<file path="src/rtl/dac_sched_pkg.sv">
// dac_sched_pkg: shared states, frame constants and timing helper for the DAC scheduler
package dac_sched_pkg;
  localparam logic [2:0] ST_IDLE = 3'd0;
  localparam logic [2:0] ST_LOAD = 3'd1;
  localparam logic [2:0] ST_HI   = 3'd2;
  localparam logic [2:0] ST_LO   = 3'd3;
  localparam logic [2:0] ST_GAP  = 3'd4;
  localparam int FRAME_BITS = 24;
  localparam logic [7:0] SMP_CTRL = 8'h00;
  function automatic int frame_cyc(input int sclk_div, input int sync_gap);
    return 1 + 2 * FRAME_BITS * sclk_div + sync_gap;
  endfunction
endpackage

</file>
<file path="src/rtl/dac_spi_shifter.sv">
// dac_spi_shifter: serialises one 24-bit word MSB first on SYNC/SCLK/DIN
module dac_spi_shifter
  import dac_sched_pkg::*;
#(
  parameter int SCLK_DIV = 2,
  parameter int SYNC_GAP = 4
) (
  input  logic                  CLK_100,
  input  logic                  RESET_N,
  input  logic                  start,
  input  logic [FRAME_BITS-1:0] word,
  output logic                  busy,
  output logic                  sync,
  output logic                  sclk,
  output logic                  din
);
  logic [2:0] state_q, state_d;
  logic [7:0] cnt_q, cnt_d;
  logic [4:0] bit_q, bit_d;
  logic [FRAME_BITS-1:0] word_q, word_d;
  logic sync_q, sync_d, sclk_q, sclk_d, din_q, din_d;
  logic div_end, gap_end;
  assign div_end = cnt_q == 8'(SCLK_DIV - 1);
  // the IDLE cycle that precedes the next LOAD completes the SYNC-high gap
  assign gap_end = cnt_q == 8'(SYNC_GAP - 2);
  assign busy = state_q != ST_IDLE;
  assign sync = sync_q;
  assign sclk = sclk_q;
  assign din  = din_q;
  always_comb begin
    state_d = state_q;
    cnt_d   = cnt_q + 8'd1;
    bit_d   = bit_q;
    word_d  = word_q;
    sync_d  = sync_q;
    sclk_d  = sclk_q;
    din_d   = din_q;
    case (state_q)
      ST_IDLE: if (start) begin
        state_d = ST_LOAD;
        word_d  = word;
        sync_d  = 1'b0;
        din_d   = word[FRAME_BITS-1];
        bit_d   = 5'(FRAME_BITS - 1);
      end
      ST_LOAD: begin
        state_d = ST_HI;
        cnt_d   = '0;
      end
      ST_HI: if (div_end) begin
        state_d = ST_LO;
        sclk_d  = 1'b0;
        cnt_d   = '0;
      end
      ST_LO: if (div_end) begin
        cnt_d  = '0;
        sclk_d = 1'b1;
        if (bit_q != 5'd0) begin
          state_d = ST_HI;
          bit_d   = bit_q - 5'd1;
          din_d   = word_q[bit_q-5'd1];
        end else begin
          state_d = ST_GAP;
          sync_d  = 1'b1;
          din_d   = 1'b0;
        end
      end
      ST_GAP: if (gap_end) state_d = ST_IDLE;
      default: state_d = ST_IDLE;
    endcase
  end
  always_ff @(posedge CLK_100 or negedge RESET_N) begin
    if (!RESET_N) begin
      state_q <= ST_IDLE;
      cnt_q   <= '0;
      bit_q   <= '0;
      word_q  <= '0;
      sync_q  <= 1'b1;
      sclk_q  <= 1'b1;
      din_q   <= 1'b0;
    end else begin
      state_q <= state_d;
      cnt_q   <= cnt_d;
      bit_q   <= bit_d;
      word_q  <= word_d;
      sync_q  <= sync_d;
      sclk_q  <= sclk_d;
      din_q   <= din_d;
    end
  end
endmodule

</file>
<file path="src/rtl/dac_frame_scheduler.sv">
// dac_frame_scheduler: sample tick, sample hold and sample/command arbitration for the DAC link
module dac_frame_scheduler
  import dac_sched_pkg::*;
#(
  parameter int RATE_DIV = 2083,
  parameter int SCLK_DIV = 2,
  parameter int SYNC_GAP = 4
) (
  input  logic        CLK_100,
  input  logic        RESET_N,
  input  logic        SMP_VALID,
  input  logic [15:0] SMP_DATA,
  output logic        SMP_READY,
  input  logic        CMD_VALID,
  input  logic [23:0] CMD_DATA,
  output logic        CMD_READY,
  output logic        SYNC,
  output logic        SCLK,
  output logic        DIN,
  output logic        BUSY,
  output logic        TICK,
  output logic        UNDERRUN
);
  localparam int CW = $clog2(RATE_DIV);
  logic [CW-1:0] cnt_q, cnt_d;
  logic hold_full_q, hold_full_d, pending_q, pending_d;
  logic [15:0] hold_q, hold_d, last_q, last_d;
  logic busy, idle, fresh, take, accept, sample_req, start;
  logic [FRAME_BITS-1:0] word;
  // a tick on an idle link starts its sample frame in the same cycle, so it also beats a waiting command
  assign TICK       = cnt_q == CW'(RATE_DIV - 1);
  assign fresh      = TICK & !pending_q;
  assign take       = fresh & hold_full_q;
  assign UNDERRUN   = fresh & !hold_full_q;
  assign accept     = SMP_VALID & !hold_full_q;
  assign idle       = !busy;
  assign sample_req = pending_q | fresh;
  assign start      = idle & (sample_req | CMD_VALID);
  assign CMD_READY  = idle & !sample_req & CMD_VALID;
  assign word       = sample_req ? {SMP_CTRL, take ? hold_q : last_q} : CMD_DATA;
  assign SMP_READY  = !hold_full_q;
  assign BUSY       = busy;
  always_comb begin
    cnt_d       = TICK ? '0 : cnt_q + CW'(1);
    hold_full_d = accept | (hold_full_q & !take);
    hold_d      = accept ? SMP_DATA : hold_q;
    last_d      = take ? hold_q : last_q;
    pending_d   = !idle & sample_req;
  end
  always_ff @(posedge CLK_100 or negedge RESET_N) begin
    if (!RESET_N) begin
      cnt_q       <= '0;
      hold_full_q <= 1'b0;
      hold_q      <= '0;
      last_q      <= '0;
      pending_q   <= 1'b0;
    end else begin
      cnt_q       <= cnt_d;
      hold_full_q <= hold_full_d;
      hold_q      <= hold_d;
      last_q      <= last_d;
      pending_q   <= pending_d;
    end
  end
  dac_spi_shifter #(.SCLK_DIV(SCLK_DIV), .SYNC_GAP(SYNC_GAP)) u_shifter (
    .CLK_100 (CLK_100),
    .RESET_N (RESET_N),
    .start   (start),
    .word    (word),
    .busy    (busy),
    .sync    (SYNC),
    .sclk    (SCLK),
    .din     (DIN)
  );
endmodule

</file>
<file path="config.mk">
export PLATFORM = sky130hd
export DESIGN_NAME = dac_frame_scheduler
export DESIGN_NICKNAME = d
export VERILOG_FILES = /design/src/rtl/dac_sched_pkg.sv /design/src/rtl/dac_spi_shifter.sv /design/src/rtl/dac_frame_scheduler.sv
export SDC_FILE = /design/constraint.sdc
export NUM_CORES = 1
export LEC_CHECK = 0
export ABC_AREA = 1
export CAP_MARGIN = 15
export CORE_ASPECT_RATIO = 0.5
export CORE_UTILIZATION = 45
export CTS_CLUSTER_DIAMETER = 60
export DETAILED_ROUTE_END_ITERATION = 6
export HOLD_SLACK_MARGIN = 0.06
export PLACE_DENSITY = 0.66
export SYNTH_ARGS = -nofsm -noshare
export SYNTH_HDL_FRONTEND = slang
export SYNTH_SLANG_ARGS = --single-unit
</file>
<file path="constraint.sdc">
create_clock -name CLK_100 -period 2 [get_ports CLK_100]
set_input_delay 0.5 -clock CLK_100 [delete_from_list [all_inputs] [get_ports CLK_100]]
set_output_delay 0.5 -clock CLK_100 [all_outputs]
set_load 0.01 [all_outputs]
</file>
==> results.md, run 1 <==
* Nets at 684
* Crit path largest cell delay at between 400 and 500 ps
* Number of diodes at 0
* Clock-pin slew on the worst setup and hold paths at roughly 60 ps
* IO Pins at 52
* Rel. slew slack at roughly 74%
* Initial antenna violation count at 0
* Vias in the first global route at 3,593
* Count of state elements after synthesis at just under 90
* Worst setup SP type: register
* Die area at about 11,000 sq um
* Fin crit period at ~2000 ps
* Placed cell count at 754
* Data arrival, critical path at ~1500 ps
* Post-Syn Instances at about 550
* Final setup vio count at 1
* WL final at slightly below 10,000 um
* CP Max Fanout at 4
* Die width at 145 um
* Hold Path Class: input pin to asynchronous set/reset pin
* Clock Tree Buf Depth at 2
* Syn_nets at a little under 600
* Data required, critical path at approximately 1500 ps
* P_int at roughly 4300 uW
* Slowest-stage cell, CP: dfrtp_1
* Initial Util at between 40% and 50%
* Lkg Pwr at slightly below 0.003 uW
* Final std cells w/o fill at just under 800
* Maxcap violations at 0
* Clock Skews at between 5 and 6 ps
* H-tree levels at 3
* Synthesis Warnings at 0
* Initial DRT Pass Iterations at 5
* Unique masters post-synth at 37
* PwrDens at 1110 nW/um^2
* Failing checks: negative setup slack
* Fraction of layout cells with a size suffix above 1 at between 10% and 20%
* Clock Tree Root: clkbuf_16
* Total vias in the final route at about 3,700
* Critical path class: register to primary output
* CTS Hold Bufs at 0
* Grt total ovfl at 0
* CP cell instances: ha_4 > nand2_4 > nor2_4 > nand3b_4 > nand2_8 > nor3_4 > buf_2
* All-layer global routing usage at 21.1%
* Seq/Total Area, Yosys at 48.8%
* GP Congestion at approximately 0.8
* Num Clock Sinks at 89
* Cts bufs inserted at 9
* Buffers on Ports at between 50 and 60
* Routed Antenna Nets at 0
* Die Ht at ~73 um
* Sequential share of power at 38.1%
* Sw frac at 33.8%
* Wire per inst at 12.7 um
* Final core utilization at approximately three fifths
* Area Growth Syn to Fin at 26.5%
* Post-Syn Area at 4570 sq um
* Status: finished, violations left
* Final period utilization at 100%
* Row cnt at 25
* CP Buf/Inv Count at 1
* CP Capture Type: primary output
* Residual DRC at 0
* Psw at 2170 uW
* Core area at between 9000 and 10,000 sq um
* Pin count of the biggest net entering global routing at 37
* Post-route setup slack at -4.55 ps
* Max VDD drop at 492 uV
* Global-route wire length before repair at between 15,000 and 20,000 um
* Max-slew violation count at 0
* RSZ-0062 raised after global routing: yes
* CP delay by family, top: simple AND/OR/NAND/NOR gates
* Final Hold Viols at 0
* Slew of the pin with the lowest slew margin at about 400 ps
* CTS tree: built
* Clock power frac at between 20% and 30%
* Combinational share of power at 33.6%
* Vias per inst at about 4.7
* DP Wirelength at roughly 7000 um
* Worst skew pair latency at roughly 340 ps
* Mapped Avg Cell Area at roughly 8.4 sq um
* Post-Place Worst Slack at -379 ps
* Min Hold Slack at a little over 80 ps
* Max Freq at approximately 500 MHz
* Starting DRT DRC Count at roughly 180
final timing paths:
| kind | start | end | slack, ps | depth (start not counted) |
|---|---|---|---|---|
| setup reg to reg | cnt_q[0]$_DFF_PN0_ | u_shifter.word_q[7]$_DFFE_PN0P_ | 150 | 12 |
| setup / recovery | cnt_q[1]$_DFF_PN0_ | CMD_READY | -5 | 7 |
| min in group CLK_100 | cnt_q[11]$_DFF_PN0_ | cnt_q[11]$_DFF_PN0_ | 450 | 1 |
| hold reg to reg | cnt_q[11]$_DFF_PN0_ | cnt_q[11]$_DFF_PN0_ | 450 | 1 |
| hold / removal | RESET_N | last_q[7]$_DFF_PN0_ | 80 | 1 |
| max in group asynchronous | RESET_N | hold_full_q$_DFF_PN0_ | 1310 | 2 |
cell usage in the layout (no fill, tap or decap), types with 2 or more instances in the layout:
cell type	instances
clkbuf_16	9
ha_1	5
nand2_2	5
xnor2_1	3
dfrtp_1	86
nor3b_1	3
nor2_4	2
xor2_1	6
nor3_2	3
buf_2	2
inv_1	74
nor3_1	7
nand3_2	2
nor3_4	2
a22o_1	4
a21oi_1	54
nand3_1	46
o21ai_0	16
inv_2	9
clkbuf_1	2
nand2_1	84
nor2_2	2
nand4_1	21
clkdlybuf4s50_1	45
bufinv_16	2
buf_12	2
nor2_1	65
dfstp_2	2
buf_4	42
and2_2	2
and2_1	14
buf_6	2
metrics by stage:
stage          power, uW  instance area (sq um)  setup TNS, ps
6_report            6430                   5780          -4.55
5_1_grt             6910                   5780           -207
4_1_cts             6470                   5760          -85.3
3_5_place_dp        4640                   5400           -832
3_3_place_gp        4600                   5400           -754
2_1_floorplan       3920                   4570              0
power by group through the flow:
stage / logic [uW] / registers [uW] / clock network [uW]
after CTS: 2160 / 2450 / 1850
after global placement: 2120 / 2480 / 0
after global routing: 2490 / 2500 / 1920
after detailed placement: 2160 / 2480 / 0
after floorplan: 1490 / 2440 / 0
final: 2160 / 2450 / 1820
sequential cells by signal, summed over array words and instances, names as in the netlist:
name / flops
last_q: 16
u_shifter.word_q: 24
cnt_q: 12
u_shifter.bit_q: 5
hold_q: 16
u_shifter.state_q: 3
u_shifter.sync: 1
u_shifter.din: 1
u_shifter.cnt_q: 8
pending_q: 1
hold_full_q: 1
u_shifter.sclk: 1
worst reg2reg max path: cells and delay by family, from the launching register on:
kind	cells	cell delay [ps]
AO/OA/AOI/OAI	2	240
adder cells (fa/ha/maj)	1	140
buffers and inverters	4	560
AND/OR/NAND/NOR	5	430
flip-flops	1	390
layout make-up:
class / instances / area, sq um
inverters: 85 / 320
multi-input cells: 354 / 1880
well taps: 135 / 169
fillers: 882 / 3850
clock buffers: 12 / 246
repair buffers: 95 / 861
flip-flops and latches: 89 / 2230
clock inverters: 4 / 76.3
metal layers:
layer / vias to the layer above / GRT usage, % / routed length [um]
li1: 1913 / - / -
met1: 1695 / 28.0 / 4850
met5: - / 0 / 0
met2: 56 / 33.8 / 4440
met4: 0 / 6.32 / 133
met3: 10 / 5.80 / 369
cell usage after synthesis, drive strengths merged:
| cell type | n | area [sq um] |
|---|---|---|
| nand2 | 91 | 370 |
| clkbuf | 3 | 41.3 |
| nor3b | 3 | 22.5 |
| nand3b | 2 | 27.5 |
| ha | 6 | 75.1 |
| nor2 | 69 | 272 |
| nor3 | 12 | 92.6 |
| and2 | 16 | 103 |
| nand3 | 49 | 268 |
| buf | 15 | 134 |
| dfstp | 2 | 52.6 |
| nand4 | 22 | 144 |
| xor2 | 6 | 52.6 |
| a22o | 4 | 35.0 |
| xnor2 | 3 | 26.3 |
| o21ai | 16 | 80.1 |
| a21oi | 54 | 270 |
| dfrtp | 87 | 2180 |
| inv | 84 | 315 |
| clkinv | 1 | 3.75 |
| o21a | 1 | 7.51 |
cell families after synthesis:
family | share of synthesized area (%)
and+or+nand+nor | 28.4
AOI/OAI and AO/OA | 8.60
xor gates and xnor gates | 1.73
adders and majority gates | 1.64
DFF | 48.8
buffers and inverters | 10.8
what timing repair did:
action                                 4_1_cts  5_1_grt
setup endpoints to repair                    4       11
pin swaps                                    4        2
endpoints found under the hold margin        0        0
resized for setup                           24        5
setup buffers                                2        2
(Power assumes the default switching activity.)
==> run 2: changes to the inputs <==
GPL_TIMING_DRIVEN = 0   (was default)
==> run 2 against run 1 <==
The run still ends with negative setup slack left. Setup slack got worse by 130 ps. Fmax decreased by 6.3%. Clock skew increased by 3.7 ps. Total power increased by 2.1%. Sequential power about the same. Register-to-register slack got worse by 70 ps. Final cell count decreased by 0.65%. Critical path type unchanged. Largest power group unchanged.
==> results.md, run 2 (synthesis results as in run 1) <==
* Status: finished, violations left
* Failing checks: negative setup slack
* Starting DRT DRC Count at 202 (+9.8%)
* IO Pins at 52 (unchanged)
* Buffers on Ports at 51 (unchanged)
* Total vias in the final route at 3,679 (+0.14%)
* Clock-pin slew on the worst setup and hold paths at 60 ps (about the same)
* PwrDens at 1120 nW/um^2 (+0.73%)
* Slew of the pin with the lowest slew margin at 548 ps (+152 ps)
* Lkg Pwr at 0.00286 uW (-0.82%)
* Num Clock Sinks at 89 (unchanged)
* Clock Tree Root: clkbuf_16
* Hold Path Class: input pin to asynchronous set/reset pin
* Nets at 679 (-0.73%)
* CP cell instances: inv_2 > ha_4 > nand2_4 > nor2_4 > nand3b_4 > buf_12 > nand2_8 > nor3_4 > buf_2
* Fin crit period at 2140 ps (+135 ps)
* Slowest-stage cell, CP: dfrtp_1
* Worst skew pair latency at 340 ps (about the same)
* All-layer global routing usage at 21.3% (+0.29 points)
* Row cnt at 25 (unchanged)
* RSZ-0062 raised after global routing: yes
* Rel. slew slack at 63.5% (-10 points)
* Commonest non-fill, non-tap cells in the layout: dfrtp_1 (87), nand2_1 (82), inv_1 (73)
* Initial antenna violation count at 0 (unchanged)
* Max Freq at 467 MHz (-6.3%)
* Number of diodes at 0 (unchanged)
* WL final at 10,100 um (+3.2%)
* Reg2reg path depth at 13 (+1)
* Core area at 9630 sq um (unchanged)
* Most flops, register: u_shifter.word_q
* Final Hold Viols at 0 (unchanged)
* Cts bufs inserted at 9 (unchanged)
* Area Growth Syn to Fin at 28.2%
* CP Capture Type: primary output
* Data arrival, critical path at 1640 ps (+140 ps)
* Die area at 10,600 sq um (unchanged)
* Number of flip-flops in the largest register at 24 (unchanged)
* Max VDD drop at 520 uV (+5.7%)
* Residual DRC at 0 (unchanged)
* Crit path largest cell delay at 390 ps (-20 ps)
* Clock Tree Buf Depth at 2 (unchanged)
* Initial Util at 47.4% (unchanged)
* Most common cell after layout, fill and taps aside: dfrtp_1
* Largest regs: u_shifter.word_q x24, hold_q x16, last_q x16
* Final period utilization at 107% (+6.7 points)
* Post-route setup slack at -139 ps (-135 ps)
* Vias per inst at 4.78 (+0.79%)
* Fillers at 890 (+0.91%)
* Vias in the first global route at 3,614 (+0.58%)
* Clock Skews at 9.00 ps (+3.70 ps)
* Critical path class: register to primary output
* CTS tree: built
* Die Ht at 73.3 um (unchanged)
* Max-slew violation count at 0 (unchanged)
* Maxcap violations at 0 (unchanged)
* Die width at 145 um (unchanged)
* Worst setup SP type: register
* Pin count of the biggest net entering global routing at 50 (+35%)
* Fraction of layout cells with a size suffix above 1 at 16.4% (+0.91 points)
* Global-route wire length before repair at 17,100 um (+1.6%)
* Routed Antenna Nets at 0 (unchanged)
* H-tree levels at 3 (unchanged)
* CP Max Fanout at 3 (-1)
* GP Congestion at 0.865 (+5.2%)
* Final core utilization at 60.8% (+0.79 points)
* Post-Place Worst Slack at -628 ps (-248 ps)
* DP Wirelength at 7040 um (-2.4%)
* Wire per inst at 13.1 um (+3.9%)
* Initial DRT Pass Iterations at 4 (-1)
* Final setup vio count at 3 (+2)
* Data required, critical path at 1500 ps (about the same)
* Grt total ovfl at 0 (unchanged)
run 2: per-layer routing:
layer | GRT usage [%] | up-vias | share of wire, %
met5 | 0 | - | 0
met4 | 6.43 | 0 | 1.6
met3 | 5.15 | 14 | 3.7
met2 | 34.0 | 54 | 45
met1 | 29.0 | 1692 | 50
li1 | - | 1919 | -
run 2: metrics by stage:
stage	cells	setup TNS [ps]	total power (uW)	hold slack [ps]	instance area [sq um]
2_1_floorplan	546	0	3920	204	4570
3_3_place_gp	732	-263210	4510	435	5250
3_5_place_dp	733	-1390	4550	441	5270
4_1_cts	760	-284	6440	163	5720
5_1_grt	769	-499	7060	186	5860
6_report	769	-281	6560	144	5860
run 2: what timing repair did:
item | in CTS | in global routing
pin swaps | 6 | 6
gates resized for setup | 32 | 19
hold buffers | 0 | 0
setup buffers | 11 | 10
endpoints found under the setup margin | 9 | 9
run 2: worst max-delay path: cells and delay by family, from the launching register on:
| family | cells | cell delay [ps] |
|---|---|---|
| buffers and inverters | 3 | 380 |
| DFF | 1 | 390 |
| and+or+nand+nor | 5 | 360 |
| adders and majority gates | 1 | 160 |
run 2: where the power goes:
part           internal (uW)  total [uW]  switching, uW
Sequential              2220        2460            241
Combinational            982        2310           1330
Clock                   1090        1790            695
Total                   4300        6560           2270
run 2: area by class of cell:
cell class | count | area, sq um | share of cell area (%)
inverter | 85 | 330 | 5.64
buffer | 18 | 181 | 3.10
clock inverter | 5 | 80.1 | 1.37
tap | 135 | 169 | 2.88
clock buffer | 11 | 233 | 3.97
multi-input combinational | 354 | 1940 | 33.1
timing repair buffer | 72 | 698 | 11.9
sequential | 89 | 2230 | 38.1
run 2: worst paths after layout:
path / startpoint / endpoint / slack [ps]
max: cnt_q[0]$_DFF_PN0_ / CMD_READY / -140
min reg2reg: cnt_q[11]$_DFF_PN0_ / cnt_q[11]$_DFF_PN0_ / 440
min: RESET_N / hold_q[13]$_DFFE_PN0P_ / 140
max in group asynchronous: RESET_N / u_shifter.sclk$_DFFE_PN1P_ / 1160
max reg2reg: cnt_q[0]$_DFF_PN0_ / u_shifter.word_q[14]$_DFFE_PN0P_ / 80
min in group CLK_100: cnt_q[11]$_DFF_PN0_ / cnt_q[11]$_DFF_PN0_ / 440
